<file path="src/rtl/binary_bcd_seq.sv">
// Sequential binary-to-BCD converter (shift-add-3), one input bit per clock; done pulses BIN_W cycles after start.
// start is ignored while busy; results saturate to all nines with overflow set.
// Optional leading-zero blanking (4'hF) under macro BINARY_BCD_LZB_EN.
module binary_bcd_seq #(
  parameter int BIN_W  = 13,
  parameter int DIGITS = 4
) (
  input  logic                  clk,
  input  logic                  rst_n,
  input  logic                  start,
  input  logic [BIN_W-1:0]      bin_in,
  output logic                  busy,
  output logic                  done,
  output logic [4*DIGITS-1:0]   bcd_out,
  output logic                  overflow
);

  localparam int CNT_W = (BIN_W > 1) ? $clog2(BIN_W) : 1;
  localparam int BCD_W = 4 * DIGITS;

  typedef enum logic {IDLE, SHIFT} state_t;

  state_t             state_q, state_d;
  logic [BIN_W-1:0]   shreg_q, shreg_d;
  logic [BCD_W-1:0]   dig_q, dig_d;
  logic               ovf_q, ovf_d;
  logic [CNT_W-1:0]   cnt_q, cnt_d;
  logic               done_q, done_d;
  logic [BCD_W-1:0]   bcd_q, bcd_d;
  logic               oflag_q, oflag_d;

  logic [BCD_W-1:0]   adj;
  logic [BCD_W-1:0]   dig_shift;
  logic               ovf_shift;
  logic [BCD_W-1:0]   res;
`ifdef BINARY_BCD_LZB_EN
  logic               seen_nz;
`endif

  // Adjust every digit before the shift so the doubling carries correctly into the next digit.
  always_comb begin
    adj = dig_q;
    for (int i = 0; i < DIGITS; i++) begin
      if (dig_q[4*i +: 4] >= 4'd5) begin
        adj[4*i +: 4] = dig_q[4*i +: 4] + 4'd3;
      end
    end
    dig_shift = {adj[BCD_W-2:0], shreg_q[BIN_W-1]};
    ovf_shift = ovf_q | adj[BCD_W-1];
  end

  always_comb begin
    res = dig_shift;
`ifdef BINARY_BCD_LZB_EN
    seen_nz = 1'b0;
`endif
    if (ovf_shift) begin
      res = {DIGITS{4'h9}};
    end else begin
`ifdef BINARY_BCD_LZB_EN
      for (int i = DIGITS - 1; i >= 1; i--) begin
        if (res[4*i +: 4] != 4'h0) begin
          seen_nz = 1'b1;
        end else if (!seen_nz) begin
          res[4*i +: 4] = 4'hF;
        end
      end
`endif
    end
  end

  always_comb begin
    state_d = state_q;
    shreg_d = shreg_q;
    dig_d   = dig_q;
    ovf_d   = ovf_q;
    cnt_d   = cnt_q;
    done_d  = 1'b0;
    bcd_d   = bcd_q;
    oflag_d = oflag_q;
    case (state_q)
      IDLE: begin
        if (start) begin
          shreg_d = bin_in;
          dig_d   = '0;
          ovf_d   = 1'b0;
          cnt_d   = CNT_W'(BIN_W - 1);
          state_d = SHIFT;
        end
      end
      SHIFT: begin
        shreg_d = shreg_q << 1;
        dig_d   = dig_shift;
        ovf_d   = ovf_shift;
        cnt_d   = cnt_q - 1'b1;
        if (cnt_q == '0) begin
          bcd_d   = res;
          oflag_d = ovf_shift;
          done_d  = 1'b1;
          state_d = IDLE;
        end
      end
      default: state_d = IDLE;
    endcase
  end

  always_ff @(posedge clk or negedge rst_n) begin
    if (!rst_n) begin
      state_q <= IDLE;
      shreg_q <= '0;
      dig_q   <= '0;
      ovf_q   <= 1'b0;
      cnt_q   <= '0;
      done_q  <= 1'b0;
      bcd_q   <= '0;
      oflag_q <= 1'b0;
    end else begin
      state_q <= state_d;
      shreg_q <= shreg_d;
      dig_q   <= dig_d;
      ovf_q   <= ovf_d;
      cnt_q   <= cnt_d;
      done_q  <= done_d;
      bcd_q   <= bcd_d;
      oflag_q <= oflag_d;
    end
  end

  assign busy     = (state_q == SHIFT);
  assign done     = done_q;
  assign bcd_out  = bcd_q;
  assign overflow = oflag_q;

endmodule

</file>
<file path="config.mk">
export PLATFORM = sky130hd
export DESIGN_NAME = binary_bcd_seq
export DESIGN_NICKNAME = d
export VERILOG_FILES = /design/src/rtl/binary_bcd_seq.sv
export SDC_FILE = /design/constraint.sdc
export NUM_CORES = 1
export LEC_CHECK = 0
export BUFFER_PORTS_ARGS = -buffer_cell sky130_fd_sc_hd__clkbuf_2
export CAP_MARGIN = 40
export CORE_UTILIZATION = 50
export CTS_CLUSTER_DIAMETER = 60
export DETAILED_ROUTE_END_ITERATION = 8
export PLACE_DENSITY_LB_ADDON = 0.12
export SLEW_MARGIN = 20
export SYNTH_ARGS = -nofsm -noshare
export SYNTH_HDL_FRONTEND = slang
export SYNTH_SLANG_ARGS = --single-unit
</file>
<file path="constraint.sdc">
create_clock -name clk -period 3.95 [get_ports clk]
set_clock_uncertainty 0.15 [all_clocks]
set_input_delay 0.5925 -clock clk [delete_from_list [all_inputs] [get_ports clk]]
set_output_delay 0.5925 -clock clk [all_outputs]
set_load 0.005 [all_outputs]
</file>
After elaboration in Yosys (flattened, before gate mapping)
Index checks and enable logic that the tools add are counted.
{"block": "op_classes", "n_addsub": 5, "magnitude_cmp": 4, "n_eq_ne": 1, "mux": 18, "n_bitwise": 2, "n_reduce_logical": 2}
{"cell": "$mux 16", "n": 2}
{"cell": "$pmux 16 s2", "n": 1}
{"cell": "$pmux 13 s2", "n": 1}
{"cell": "$mux 4", "n": 5}
{"cell": "$add 4x2->4 const B", "n": 4}
{"cell": "$ge 4x3->1 const B", "n": 4}
{"cell": "$mux 13", "n": 1}
{"cell": "$pmux 4 s2", "n": 1}
{"cell": "$mux 1", "n": 5}
{"cell": "$logic_not 4->1", "n": 1}
{"cell": "$pmux 1 s2", "n": 2}
{"cell": "$sub 4x1->4 const B", "n": 1}
{"cell": "$ne 2x2->1 const B", "n": 1}
{"cell": "$reduce_and 2->1", "n": 1}
{"cell": "$not 1->1", "n": 1}
{"cell": "$or 1x1->1", "n": 1}
{"block": "word_totals", "reg_bits": 53, "inputBits": 16, "out_inout_bits": 19, "word_cells": 40}

Depth between registers and ports, before layout
Gate-level depths: netlist of run 1.
{"block": "depth", "depth_word": 4, "mapped_depth": 7, "ltp_nobuf": 6}

Worst setup path before layout of run 1
Ideal clock, no wire load.
{"block": "synth_path", "kind": "reg-to-reg", "start": "register dig_q[13]", "end": "register bcd_q[11] (netlist: bcd_out[11])", "setup_ns": 0.146, "arrival_ns": 1.469, "required_time_ns": 3.654, "setup_slack_ns": 2.185, "path_stages_with_launch": 7, "path_buffers": 0, "period_less_slack_ns": 1.765, "path_cell_list": "dfrtp_1 -> inv_1 -> ha_1 -> nand2b_1 -> nor3b_2 -> a211oi_2 -> a31oi_1"}
{"block": "synth_via", "elab_chain_cells": 4, "word_cells_on_any_way": 5, "cone_classes": "add/sub (1); order compare (1); mux (2); bitwise (1)"}
{"item": "from (decl)", "line": "25", "rtl": "logic [BCD_W-1:0] dig_q, dig_d;"}
{"item": "from (signal assigned)", "line": "120", "rtl": "dig_q <= dig_d;"}
{"item": "$add 4x2->4 or $ge 4x3->1 (tied branches)", "line": "45, 44"}
{"item": "$mux 4 (*)", "line": "44", "rtl": "if (dig_q[4*i +: 4] >= 4'd5) begin"}
{"item": "$or 1x1->1 (*)", "line": "49", "rtl": "ovf_shift = ovf_q | adj[BCD_W-1];"}
{"item": "$mux 16 (*)", "line": "57", "rtl": "if (ovf_shift) begin"}
{"item": "to (signal assigned)", "line": "115", "rtl": "bcd_q <= '0;"}
{"item": "to (signal assigned)", "line": "124", "rtl": "bcd_q <= bcd_d;"}
{"item": "to (decl)", "line": "29", "rtl": "logic [BCD_W-1:0] bcd_q, bcd_d;"}
Every way passes the cells marked *; elsewhere a longest branch is shown, timed or not.
A chain may end at the register's enable or synchronous reset.

Final worst setup path of run 1
{"block": "layout_path", "start": "register state_q (netlist: busy)", "end": "output port busy"}
{"item": "from (decl)", "line": "23", "rtl": "state_t state_q, state_d;"}
{"item": "from (signal assigned)", "line": "118", "rtl": "state_q <= state_d;"}
{"item": "to (decl)", "line": "12", "rtl": "output logic busy,"}
No word-level cell between the ends.

==> results.cfg, run 1 <==
[cts]
cts_buffers = 5
clock_latency_ns = 0.30
cts_resized = 0
htreeDepth = 2
clk_pin_slew_worst_paths_ns = 0.10
root_buffer = clkbuf_8
hold_buffers = 0
cts_buffer_depth = 2
cts_tree = yes
postCtsSetupRepairBufs = 0
clock-sinks = 53

[detailed_routing]
vias = 1810
drc_errors = 0
routed_wl_mm = 4.760
wl_met3_um = 206
dr.pass1.iters = 4
final_antenna_net_count = 0
met1_length_mm = 2.335
drtIter0Drc = 65
wl_per_cell_um = 13.64
vias_per_cell = 5.186
wl_met2_mm = 2.185
highest_layer = met4

[layout]
final_common_cell = dfrtp_1
stdcell_area_um2 = 2984
fill_cells = 407
fin_nets = 307
antenna_cells = 0
final_cells = 349
drive_above_1_share = 0.2128
syn_to_final_growth_pct = 14.72
fin_util = 0.6155
layout_common_cells = dfrtp_1, clkbuf_2, nand2_1

[placed_design]
portBuffers = 34
placed_area_um2 = 2815
dp_hpwl_mm = 3.229
gp_congestion = 0.7208
dp_cells = 339
dp_slack_ns = 1.779

[timing]
fin_crit_sh = 0.5645
layout_setup_ws_ns = 1.720
hold_viol = 0
tightest_slew_ns = 0.6477
period_minus_slack_ns = 2.230
slew_violations = 0
maxSlewHeadroom = 0.5674
rsz0062_at_grt = false
fin_tns_setup_ns = 0
fmax_mhz = 448.5
setup_viol = 0
hold_slack_ns = 0.09841

[synth]
synth_top_family_by_area = compound AO/OA/AOI/OAI gates
synthAdderAreaFrac = 0.04810
ys_warn_count = 0
ys_seq_area_frac = 0.5099
syn_area_um2 = 2601
ys_seq_elements = 53
avgSynthCellArea_um2 = 10.45
synthSimpleGateAreaFrac = 0.1231
synth_compound_area_frac = 0.1578
synth_xor_area_frac = 0.02020
yosys.cell_types.count = 28
synth_fp_nets = 275
syn_inst = 249
yosys-mux-area-fraction = 0.09812

[global_routing]
grt_pass1_wl_mm = 8.079
grt.total_usage = 0.1937
grt_max_degree = 35
grt_pass1_vias = 1747
overflow = 0
antenna_found_initial = 0

[die]
rows = 25
initial_core_util = 0.5365
ioPinCount = 35
core-area_um2 = 4848
dieWidth_um = 74.13
die-area_um2 = 5495
die-height_um = 74.13

[critical_path]
critical_path.startpoint_type = register
cp_data_required_time_ns = 3.21
crit_path_end_kind = output port
path_class = reg2out
critPathMaxFanout = 23
arrival_ns = 1.49

[run]
drv_cap = 0

[min_path]
holdCritPathClass = in2async

[outcome]
status = complete, no violations

[power_and_ir_drop]
p_leak_nw = 1.395
power.density_nw_per_um2 = 795.4
vdd_drop_max_mv = 0.3433
p_total_mw = 2.374
==> Yosys cell counts <==
cell type | instances | area share
dfrtp_1 | 53 | 0.51
nand2_1 | 30 | 0.043
mux2i_1 | 21 | 0.081
o21ai_0 | 17 | 0.033
a21oi_1 | 16 | 0.031
inv_1 | 11 | 0.016
nand2b_1 | 11 | 0.026
nor2_1 | 11 | 0.016
ha_1 | 10 | 0.048
buf_2 | 8 | 0.015
o22ai_1 | 8 | 0.019
a31oi_1 | 7 | 0.017
nor3b_1 | 7 | 0.020
clkbuf_1 | 6 | 0.0087
xnor2_1 | 6 | 0.020
o31ai_2 | 5 | 0.024
mux2_2 | 4 | 0.017
nor3_1 | 4 | 0.0077
o31ai_1 | 4 | 0.012
clkinv_1 | 2 | 0.0029
a211o_4 | 1 | 0.0067
a211oi_2 | 1 | 0.0048
a21o_1 | 1 | 0.0029
nand3_1 | 1 | 0.0019
nor3b_2 | 1 | 0.0048
o21ai_1 | 1 | 0.0019
o21ai_4 | 1 | 0.0063
or2b_1 | 1 | 0.0029
==> area by class of cell <==
| class | count | area [µm²] | area share |
|---|---|---|---|
| Sequential cell | 53 | 1326 | 0.4444 |
| Multi-Input combinational cell | 169 | 1164 | 0.3899 |
| Timing Repair Buffer | 39 | 227.7 | 0.07631 |
| Tap cell | 67 | 83.83 | 0.02809 |
| Clock buffer | 5 | 68.82 | 0.02306 |
| Clock inverter | 3 | 65.06 | 0.02180 |
| Inverter | 13 | 48.80 | 0.01635 |
==> cell families (layout without fill, tap and decap cells) <==
| family | Yosys count | in the layout |
|---|---|---|
| AND/OR/NAND/NOR | 66 | 66 |
| multiplexers | 25 | 25 |
| AO/OA/AOI/OAI | 62 | 62 |
| buffers and inverters | 27 | 60 |
| XOR/XNOR | 6 | 6 |
| flip-flops | 53 | 53 |
| adder cells (fa/ha/maj) | 10 | 10 |
==> registers in the layout, summed over array words and instances, names as in the netlist <==
name / flops
shreg_q: 13
overflow: 1
done: 1
bcd_out: 16
cnt_q: 4
ovf_q: 1
dig_q: 16
busy: 1
==> worst paths after layout <==
| path | start | end | slack [ns] | cells after the start |
|---|---|---|---|---|
| min in group clk | bcd_out[5] | bcd_out[5] | 0.34 | 2 |
| worst max-delay path | busy | busy | 1.72 | 3 |
| max in group asynchronous | rst_n | dig_q[12] | 2.74 | 2 |
| worst min register to register | bcd_out[5] | bcd_out[5] | 0.34 | 2 |
| worst max register to register | dig_q[13] | bcd_out[12] | 1.87 | 6 |
| worst min-delay path | rst_n | dig_q[6] | 0.1 | 1 |
==> where the power goes <==
part	internal [mW]	total, mW	leakage [nW]	switching, mW
clock	0.252	0.431	0.0681	0.180
combinational	0.452	0.981	0.676	0.529
sequential	0.771	0.961	0.652	0.189
==> metal layers <==
layer,vias up,GRT usage
li1,926,-
met1,839,0.2564
met2,41,0.3152
met3,4,0.04336
met4,0,0.06624
met5,-,0
==> worst max-delay path, stage by stage, from the launching register on <==
cell and delay [ns]:
dfrtp_1 0.57, buf_8 0.21, buf_4 0.24, clkbuf_2 0.15
Note: power is estimated with default switching activity, not from simulation.
==> run 2, diff against run 1 <==
Settings changed: ABC_AREA set to 1.
Clock period 3.95 ns to 1.98 ns, I/O delays scaled along.
==> run 2 against run 1 <==
Compared with the run above:
- non-clock buffer count up 2
- final cell count grew 15%
- die area fell by 0.75%
- worst setup slack worse by 1.5 ns
- largest power group unchanged
- combinational power up 120%
- power increased by 100%
- worst hold slack got worse by 0.055 ns
- clock power up 71%
- sequential share of layout area increased by 0.53 points
- flip-flop and latch count did not move
- global-route usage is 2.5 points higher
- first-iteration DRC count is 95% higher
==> results.cfg, run 2 <==
[layout]
final_common_cell = nand2_1
layout_common_cells = nand2_1, dfrtp_1, inv_1
syn_to_final_growth_pct = 14.25
drive_above_1_share = 0.1552
fill_cells = 432
final_cells = 402
fin_nets = 360
antenna_cells = 0
fin_util = 0.6083

[global_routing]
overflow = 0
grt.total_usage = 0.2192
grt_max_degree = 54
antenna_found_initial = 0
grt_pass1_vias = 2034
grt_pass1_wl_mm = 8.983

[run]
drv_cap = 0

[min_path]
hp-start = bin_in[11]
holdCritPathClass = in2reg

[timing]
fin_tns_setup_ns = 0
rsz0062_at_grt = false
tightest_slew_ns = 0.7653
setup_viol = 0
slew_violations = 0
fin_crit_sh = 0.8914
fmax_mhz = 566.6
period_minus_slack_ns = 1.765
maxSlewHeadroom = 0.4892
hold_viol = 0

[cts]
root_buffer = clkbuf_8
htreeDepth = 2
cts_tree = yes
clock_latency_ns = 0.30
cts_buffer_depth = 2
clk_pin_slew_worst_paths_ns = 0.09
clock-sinks = 53
cts_buffers = 5

[power_and_ir_drop]
p_total_mw = 4.747
vdd_drop_max_mv = 0.6746
power.density_nw_per_um2 = 1610
p_leak_nw = 1.494

[placed_design]
portBuffers = 34
dp_cells = 393
gp_congestion = 0.8671
dp_hpwl_mm = 3.732

[outcome]
status = complete, no violations

[critical_path]
path_class = reg2reg
cp_data_required_time_ns = 1.97
rrSetupSlack_ns = 0.21
critPathMaxFanout = 26
worstSetupStartpoint = busy
crit_path_end_kind = register
worstRegToRegCells = 3
r2r_end = shreg_q[6]
arrival_ns = 1.76
setup.worst_path.end = shreg_q[6]
r2r_start = busy
critical_path.startpoint_type = register

[detailed_routing]
met1_length_mm = 2.502
dr.pass1.iters = 4
wl_per_cell_um = 12.77
vias = 2060
wl_met3_um = 153
drc_errors = 0
drtIter0Drc = 127
highest_layer = met4
vias_per_cell = 5.124
wl_met2_mm = 2.395
final_antenna_net_count = 0
routed_wl_mm = 5.133

[synth]
avgSynthCellArea_um2 = 8.691
synth_most_common_cell = nand2_1
syn_inst = 297
synth_common_cells = nand2_1, dfrtp_1, inv_1, nand3_1, o21ai_0
syn_area_um2 = 2581
ys_seq_elements = 53
synthFlopType = dfrtp_1
async_flop_share = 1.000
yosys.area.top_type_share = 0.5138
synth_area_leader_cell = dfrtp_1
ys_seq_area_frac = 0.5138
synth_edf_count = 0
yosys.cell_types.count = 24
ys_top_cells_by_area = dfrtp_1, nand2_1, nand3_1
synth_fp_nets = 323
ys_warn_count = 0

[die]
core-area_um2 = 4848
ioPinCount = 35
initial_core_util = 0.5324
rows = 25
die-height_um = 73.85
die-area_um2 = 5454
dieWidth_um = 73.85
run 2: changes by cell type in the layout (fill, tap and decap cells not counted), moves of 9 or more:
cell,delta
a21oi_1,-13
inv_1,+26
mux2i_1,-21
nand2_1,+43
nand2b_1,-11
nand3_1,+32
nand4_1,+11
o21ai_1,+9
run 2: per-layer routing:
metal	track usage	up-vias
li1	-	1064
met1	0.2813	947
met2	0.3680	42
met3	0.04252	7
met4	0.07906	0
met5	0	-
run 2: metrics by stage:
| step | cell area [µm²] | worst slack [ns] | hold slack, ns |
|---|---|---|---|
| final | 2949 | 0.2150 | 0.04370 |
| after global routing | 2949 | 0.07121 | 0.04132 |
| after CTS | 2947 | 0.1865 | 0.03381 |
| after detailed placement | 2820 | 0.2060 | 0.1637 |
| after global placement | 2820 | 0.2617 | 0.1673 |
| after floorplan | 2581 | 0.4498 | -0.1486 |
run 2: worst min-delay path by stage:
stage / to / slack, ns / cells past startpoint
2_1_floorplan: bcd_out[0] / -0.15 / 0
3_3_place_gp: dig_q[10] / 0.17 / 2
3_5_place_dp: dig_q[9] / 0.16 / 2
6_report: shreg_q[11] / 0.04 / 3
4_1_cts: shreg_q[11] / 0.03 / 3
5_1_grt: shreg_q[11] / 0.04 / 3
run 2: cell families after synthesis:
family | count (synthesis) | share of synthesized area
buf+inv | 49 | 0.08337
simple gates | 131 | 0.2312
compound gates | 54 | 0.1231
fa+ha+maj | 10 | 0.04847
flops | 53 | 0.5138
run 2: repair_timing:
action                                  in CTS  in global routing
endpoints found under the setup margin       0                 10
setup buffers                                0                  0
hold endpoints to repair                    53                  0
hold buffers                                 1                  0
resized for setup                            0                  1
run 2: worst max-delay path: stages, from the launching register on:
cell and delay [ns]:
dfrtp_1 0.59, nor2_8 0.09, inv_1 0.58, o221ai_1 0.21
run 2: cell type report:
type,instances,area [µm²],area share
clock buffers,7,86.33,0.02927
clock inverters,1,30.03,0.01018
inverters,38,142.6,0.04837
multi-input cells,195,1042,0.3534
flip-flops and latches,53,1326,0.4497
well taps,67,83.83,0.02843
repair buffers,41,237.7,0.08061
run 2: where the power goes:
part | internal, mW | switching, mW
registers | 1.55 | 0.289
logic | 0.810 | 1.35
clock network | 0.412 | 0.326
